$ cat config.mk
export PLATFORM = sky130hd
export DESIGN_NAME = gpio_in_conditioner
export DESIGN_NICKNAME = d
export VERILOG_FILES = /design/src/rtl/gpio_in_conditioner_pkg.sv /design/src/rtl/gpio_debounce_bit.sv /design/src/rtl/gpio_in_conditioner.sv
export SDC_FILE = /design/constraint.sdc
export NUM_CORES = 1
export LEC_CHECK = 0
export CELL_PAD_IN_SITES_DETAIL_PLACEMENT = 0
export CELL_PAD_IN_SITES_GLOBAL_PLACEMENT = 1
export CORE_MARGIN = 5
export CORE_UTILIZATION = 39
export CTS_CLUSTER_DIAMETER = 30
export CTS_CLUSTER_SIZE = 25
export DETAILED_ROUTE_END_ITERATION = 12
export PLACE_DENSITY_LB_ADDON = 0.2
export SLEW_MARGIN = 20
export SYNTH_ARGS = -nofsm -noshare
export SYNTH_HDL_FRONTEND = slang
export SYNTH_SLANG_ARGS = --single-unit
$ cat constraint.sdc
create_clock -name clk -period 1.8 [get_ports clk]
set_clock_uncertainty 0.15 [all_clocks]
set_input_delay 0.18 -clock clk [delete_from_list [all_inputs] [get_ports clk]]
set_output_delay 0.18 -clock clk [all_outputs]
set_load 0.01 [all_outputs]
$ cat src/rtl/gpio_in_conditioner_pkg.sv
// Shared constants and helpers for the GPIO input conditioner.
package gpio_pkg;

    localparam int unsigned C_GPIO_WIDTH  = 32;
    localparam int unsigned C_GPIO2_WIDTH = 32;
    localparam int unsigned DB_CYCLES_DEF = 4;

    // Per-cycle action taken by one debounce channel.
    typedef enum logic [1:0] {
        DB_HOLD   = 2'd0,
        DB_COUNT  = 2'd1,
        DB_ACCEPT = 2'd2
    } db_act_e;

    function automatic int unsigned cnt_width(input int unsigned db_cycles);
        return $clog2(db_cycles + 1);
    endfunction

endpackage

$ cat src/rtl/gpio_debounce_bit.sv
// One GPIO input channel: 2-flop synchronizer followed by a stable-count debouncer.
module gpio_debounce_bit #(
    parameter int unsigned DB_CYCLES = gpio_pkg::DB_CYCLES_DEF
) (
    input  logic i_clk,
    input  logic i_rst_n,
    input  logic i_pin,
    output logic o_stable,
    output logic o_chg
);
    import gpio_pkg::*;

    localparam int unsigned   CW       = cnt_width(DB_CYCLES);
    localparam logic [CW-1:0] CNT_LAST = CW'(DB_CYCLES - 1);

    logic          r_meta;
    logic          r_sync;
    logic          r_stable;
    logic [CW-1:0] r_cnt;
    db_act_e       w_act;

    always_ff @(posedge i_clk or negedge i_rst_n) begin
        if (!i_rst_n) begin
            r_meta <= 1'b0;
            r_sync <= 1'b0;
        end else begin
            r_meta <= i_pin;
            r_sync <= r_meta;
        end
    end

    always_comb begin
        w_act = DB_HOLD;
        if (r_sync != r_stable) begin
            w_act = (r_cnt == CNT_LAST) ? DB_ACCEPT : DB_COUNT;
        end
    end

    always_ff @(posedge i_clk or negedge i_rst_n) begin
        if (!i_rst_n) begin
            r_stable <= 1'b0;
            r_cnt    <= '0;
        end else begin
            case (w_act)
                DB_COUNT: r_cnt <= r_cnt + 1'b1;
                DB_ACCEPT: begin
                    r_stable <= r_sync;
                    r_cnt    <= '0;
                end
                default: r_cnt <= '0;
            endcase
        end
    end

    // Change event is combinational so status can set on the same edge as the level.
    assign o_stable = r_stable;
    assign o_chg    = (w_act == DB_ACCEPT);

endmodule

$ cat src/rtl/gpio_in_conditioner.sv
// GPIO input conditioner: per-bit synchronise + debounce, optional change interrupt.
// Define GPIO_IN_IRQ_EN to build the sticky status register and interrupt output.
module gpio_in_conditioner #(
    parameter int unsigned C_GPIO_WIDTH = gpio_pkg::C_GPIO_WIDTH,
    parameter int unsigned DB_CYCLES    = gpio_pkg::DB_CYCLES_DEF
) (
    input  logic                    clk,
    input  logic                    s_axi_aresetn,
    input  logic [C_GPIO_WIDTH-1:0] pin_i,
    input  logic [C_GPIO_WIDTH-1:0] gpio_io_t,
    output logic [C_GPIO_WIDTH-1:0] gpio_io_i,
    input  logic [C_GPIO_WIDTH-1:0] irq_mask,
    input  logic [C_GPIO_WIDTH-1:0] irq_clr,
    output logic [C_GPIO_WIDTH-1:0] irq_status,
    output logic                    ip2intc_irpt
);

    logic [C_GPIO_WIDTH-1:0] w_stable;
    logic [C_GPIO_WIDTH-1:0] w_chg;

    for (genvar g = 0; g < C_GPIO_WIDTH; g++) begin : g_bit
        gpio_debounce_bit #(
            .DB_CYCLES(DB_CYCLES)
        ) u_db (
            .i_clk    (clk),
            .i_rst_n  (s_axi_aresetn),
            .i_pin    (pin_i[g]),
            .o_stable (w_stable[g]),
            .o_chg    (w_chg[g])
        );
    end

    assign gpio_io_i = w_stable;

`ifdef GPIO_IN_IRQ_EN
    logic [C_GPIO_WIDTH-1:0] r_irq_status;
    logic                    r_irpt;

    // Set term is OR'd after the clear so a coincident event keeps the flag.
    always_ff @(posedge clk or negedge s_axi_aresetn) begin
        if (!s_axi_aresetn) begin
            r_irq_status <= '0;
            r_irpt       <= 1'b0;
        end else begin
            r_irq_status <= (r_irq_status & ~irq_clr) | (w_chg & gpio_io_t);
            r_irpt       <= |(r_irq_status & irq_mask);
        end
    end

    assign irq_status   = r_irq_status;
    assign ip2intc_irpt = r_irpt;
`else
    logic w_unused_irq;

    assign w_unused_irq = ^{irq_mask, irq_clr, gpio_io_t, w_chg};
    assign irq_status   = '0;
    assign ip2intc_irpt = 1'b0;
`endif

endmodule

# Word-level counts from Yosys, hierarchy flattened
# Index checks and enable logic that the tools add are counted.
op_classes:
  muxes: 96
  n_addsub: 32
  eq_ne: 128
ops:
  columns: ["cell", "n"]
  rows:
  - ["$mux W2", 64]
  - ["$add A3 B1 Y3 const B", 32]
  - ["$eq A3 B2 Y1 const B", 32]
  - ["$mux W3", 32]
  - ["$eq A2 B1 Y1 const B", 32]
  - ["$eq A2 B2 Y1 const B", 32]
  - ["$ne A1 B1 Y1", 32]
word_totals:
  out_inout_bits: 65
  reg_bits: 192
  word_cells: 384
  in_bits: 130

# Depth between registers and ports, before layout
logic_depth:
  depth_word: 5
  mapped_depth: 3
  mapped_depth_nobuf: 3

# By module
# From an unflattened synthesis, not the netlist that was laid out.
unflattened:
  hier_cells: 545
  area_unflattened_um2: 7926.4
by_module_without_submodules:
  columns: ["module", "cells_per_inst", "instances", "area_per_inst_um2"]
  rows:
  - ["gpio_debounce_bit (g_bit[10].u_db ...)", 16, 31, 240.2]
  - ["gpio_in_conditioner", 34, 1, 251.5]
  - ["gpio_debounce_bit (g_bit[0].u_db)", 15, 1, 227.7]

# Worst setup path before layout
# Ideal clock, no wire load.
synth_path:
  kind: "register -> register"
  start: "register g_bit[15].u_db.r_cnt[0]"
  end: "register g_bit[15].u_db.r_stable"
  required_ns: 1.522
  setup_time_ns: 0.128
  path_stages_with_launch: 4
  arrival_time_ns: 1.071
  path_slack_ns: 0.452
  cell_sequence: "dfrtp_1 ha_1 ha_1 mux2_1"
synth_via:
  elab_chain_cells: 4
synth_lines:
  columns: ["element", "line_no", "rtl"]
  rows:
  - ["start, declared", "gpio_debounce_bit.sv:19", "logic [CW-1:0] r_cnt;"]
  - ["start signal, assigned", "gpio_debounce_bit.sv:45", "DB_COUNT: r_cnt <= r_cnt + 1'b1;"]
  - ["$eq A3 B2 Y1", "gpio_debounce_bit.sv:35", "w_act = (r_cnt == CNT_LAST) ? DB_ACCEPT : DB_COUNT;"]
  - ["$mux W2", "gpio_debounce_bit.sv:35", null]
  - ["$mux W2", "gpio_debounce_bit.sv:34", "if (r_sync != r_stable) begin"]
  - ["$eq A2 B2 Y1", "gpio_debounce_bit.sv:44", "case (w_act)"]
  - ["end signal, assigned", "gpio_debounce_bit.sv:47", "r_stable <= r_sync;"]
  - ["end, declared", "gpio_debounce_bit.sv:18", "logic r_stable;"]
# No other way between the ends.
# A chain may end at the register's enable or synchronous reset.

# Worst setup path after layout
layout_path:
  start: "register g_bit[15].u_db.r_stable"
  end: "output gpio_io_i[15]"
layout_lines:
  columns: ["element", "line_no", "rtl"]
  rows:
  - ["end, declared", "gpio_in_conditioner.sv:11", "output logic [C_GPIO_WIDTH-1:0] gpio_io_i,"]
# No word-level cell between the ends.

==> impl_metrics.json <==
{
  "ant_nets": 0,
  "die_height_um": 149.4,
  "crit_chain": "clkdlybuf4s50_1",
  "syn_inst": 514,
  "drv_slew": 0,
  "crit_required_ns": 1.47,
  "num_vias": 3635,
  "p_clk_share_pct": 29.7,
  "postCtsSetupRepairBufs": 0,
  "worstSetupStartpointType": "flip-flop",
  "start_util_pct": 39.33,
  "ctsResizeCount": 0,
  "ys_seq_area_share_pct": 63.40,
  "crit_path_top_delay_cell": "clkdlybuf4s50_1",
  "drive_gt1_share_pct": 11.66,
  "dpl.hpwl_mm": 7.191,
  "placedCellCount": 815,
  "rsz0062_at_grt": "false",
  "max_stage_delay_ns": 0.56,
  "crit_family": "buffers and inverters",
  "post-route-period-util_pct": 95.23,
  "vdd_drop_max_mv": 0.5807,
  "drt_iter0_markers": 124,
  "cp.arrival_ns": 1.38,
  "clock_sinks": 192,
  "synth-main-ff-cell": "dfrtp_1",
  "power_frac_seq_pct": 44.1,
  "pwr-share-comb_pct": 26.2,
  "cts_buffers": 17,
  "clockBufferDepth": 2,
  "cp_max_fo": 3,
  "yosysMostFrequentCell": "dfrtp_1",
  "yosysWarnings": 0,
  "cts_hold_buffers": 1,
  "switchingPower_mw": 3.842,
  "clkTransAtPathRegs_ns": 0.07,
  "synth_seq_cells": 192,
  "port_buffers": 65,
  "cp.buffers_inverters": 1,
  "synthTopCellsByCount": "dfrtp_1 (192), buf_4 (65), ha_1 (64), nor3_1 (64)",
  "grt_usage_pct": 10.11,
  "synth_area_leader_cell": "dfrtp_1",
  "min_path_cells": 1,
  "yosys.area_share.simple_pct": 9.510,
  "hold_viol": 0,
  "die_area_sq_mm": 0.02232,
  "pin_count": 195,
  "synth_compound_area_share_pct": 0,
  "routed_wl_mm": 10.03,
  "core.rowCount": 51,
  "drt-wirelength-per-cell_um": 11.83,
  "die_x_um": 149.4,
  "regArea_sq_mm": 0.004805,
  "setup_viol": 0,
  "grt_pass1_wl_mm": 17.88,
  "synth_top_family_by_area": "adder cells",
  "detail_route.drc_violations": 0,
  "grt_pass1_vias": 3946,
  "clk_latency_ns": 0.42,
  "routed_via_density": 4.287,
  "place_congestion": 0.6731,
  "first_pass_iters": 2,
  "timing.setup.tns_ns": 0,
  "syn_area_per_cell_sq_um": 14.74,
  "endpoint_kind": "primary output",
  "leakage_nw": 4.064,
  "max_freq_mhz": 583.4,
  "cts_root_buf": "clkbuf_16",
  "n_antenna_cell": 0,
  "h-tree-depth": 4,
  "grt_max_degree": 53,
  "async_flop_share_pct": 100.0,
  "min_period_ns": 1.714,
  "mappedNetlistArea_sq_mm": 0.007579,
  "n_fill_cell": 1744,
  "synth_cell_type_count": 9,
  "finalNonFillerCells": 848,
  "synth-edff-count": 0,
  "min_path_type": "in2reg",
  "path_class": "reg2out",
  "synth_top_area_share_pct": 63.40,
  "swShare_pct": 27.38,
  "outcome": "complete, no violations",
  "power.density_mw_per_mm2": 1569,
  "core_area_sq_mm": 0.01927,
  "crit_cells": 1,
  "synth_xor_area_share_pct": 3.698,
  "reg2reg_depth": 3,
  "cts_tree": "done",
  "synthMuxAreaShare_pct": 4.755,
  "p_int_mw": 10.19,
  "synth-adder-area-share_pct": 10.57,
  "fin_nets": 764,
  "maxCapViolCount": 0,
  "overflow": 0,
  "yosys-top-cells-area": "dfrtp_1 (63%), ha_1 (11%), buf_4 (6.4%), nor3b_2 (5.3%), mux2_1 (4.8%)",
  "multi_input_area_sq_mm": 0.002286,
  "syn_to_final_growth_pct": 18.01,
  "antenna_found_initial": 1
}
worst paths after layout:
check	start	end	slack [ns]
min in group asynchronous	s_axi_aresetn	g_bit[1].u_db.r_cnt[1]	0.13
max reg2reg	g_bit[28].u_db.r_cnt[0]	g_bit[28].u_db.o_stable	0.36
min reg2reg	g_bit[25].u_db.r_meta	g_bit[25].u_db.r_sync	0.20
min	pin_i[8]	g_bit[8].u_db.r_meta	0.04
max in group asynchronous	s_axi_aresetn	g_bit[5].u_db.r_cnt[1]	0.71
max	g_bit[15].u_db.o_stable	gpio_io_i[15]	0.09
stage by stage:
step / total power [mW] / hold WS (ns) / instance area [sq um] / util, % / setup WS, ns
after floorplan: 9.097 / -0.2656 / 7699 / - / 0.4519
after global placement: 9.771 / 0.01767 / 8264 / 42.88 / 0.4054
after detailed placement: 10.09 / 0.02698 / 8264 / 42.88 / 0.3579
after CTS: 14.36 / 0.01358 / 8944 / 46.41 / 0.04367
after global routing: 15.12 / 0.01309 / 8944 / 46.41 / 0.0006655
final: 14.04 / 0.03971 / 8944 / 46.41 / 0.08579
final cells by class:
| class | count | area share (%) |
|---|---|---|
| clock buffers | 21 | 5.260 |
| multi-input cells | 257 | 25.56 |
| well taps | 265 | 3.707 |
| clock inverters | 11 | 2.224 |
| repair buffers | 70 | 8.184 |
| flip-flops and latches | 192 | 53.72 |
| inverters | 32 | 1.343 |
power groups by stage:
stage / Sequential [mW] / Clock (mW) / Combinational [mW]
finish: 6.19 / 4.16 / 3.68
floorplan: 6.10 / 0 / 2.99
detailed placement: 6.30 / 0 / 3.79
CTS: 6.22 / 4.34 / 3.81
global placement: 6.21 / 0 / 3.56
global route: 6.35 / 4.53 / 4.24
cell usage in the layout, fill, tap and decap left out:
| master | instances |
|---|---|
| clkbuf_1 | 1 |
| nor3_1 | 64 |
| dlygate4sd3_1 | 1 |
| nor3b_2 | 32 |
| buf_12 | 3 |
| bufinv_16 | 5 |
| clkinv_2 | 1 |
| clkbuf_16 | 17 |
| mux2_1 | 32 |
| ha_1 | 64 |
| conb_1 | 33 |
| inv_1 | 32 |
| clkdlybuf4s50_1 | 64 |
| dfrtp_1 | 192 |
| inv_6 | 3 |
| xnor2_1 | 32 |
| clkbuf_8 | 4 |
| clkinv_4 | 2 |
| buf_4 | 1 |
logic make-up after synthesis:
logic type    after synthesis
buf+inv                    97
fa+ha+maj                  64
mux                        32
flops                     192
xor+xnor                   32
simple gates               96
other cells                 1
routing by layer:
layer	part of all wire, %	vias up	GRT usage, %	wire (um)
met1	40	1813	11.53	4047
met2	52	57	16.90	5239
met5	0.070	-	0	7
li1	-	1749	-	-
met3	5.7	14	4.041	572
met4	1.6	2	4.256	164
registers in the layout, summed over array words and instances (netlist names):
signal and cells:
g_bit.u_db.r_sync 32, g_bit.u_db.r_cnt 96, g_bit.u_db.o_stable 32, g_bit.u_db.r_meta 32
Note: power is estimated with default switching activity, not from simulation.
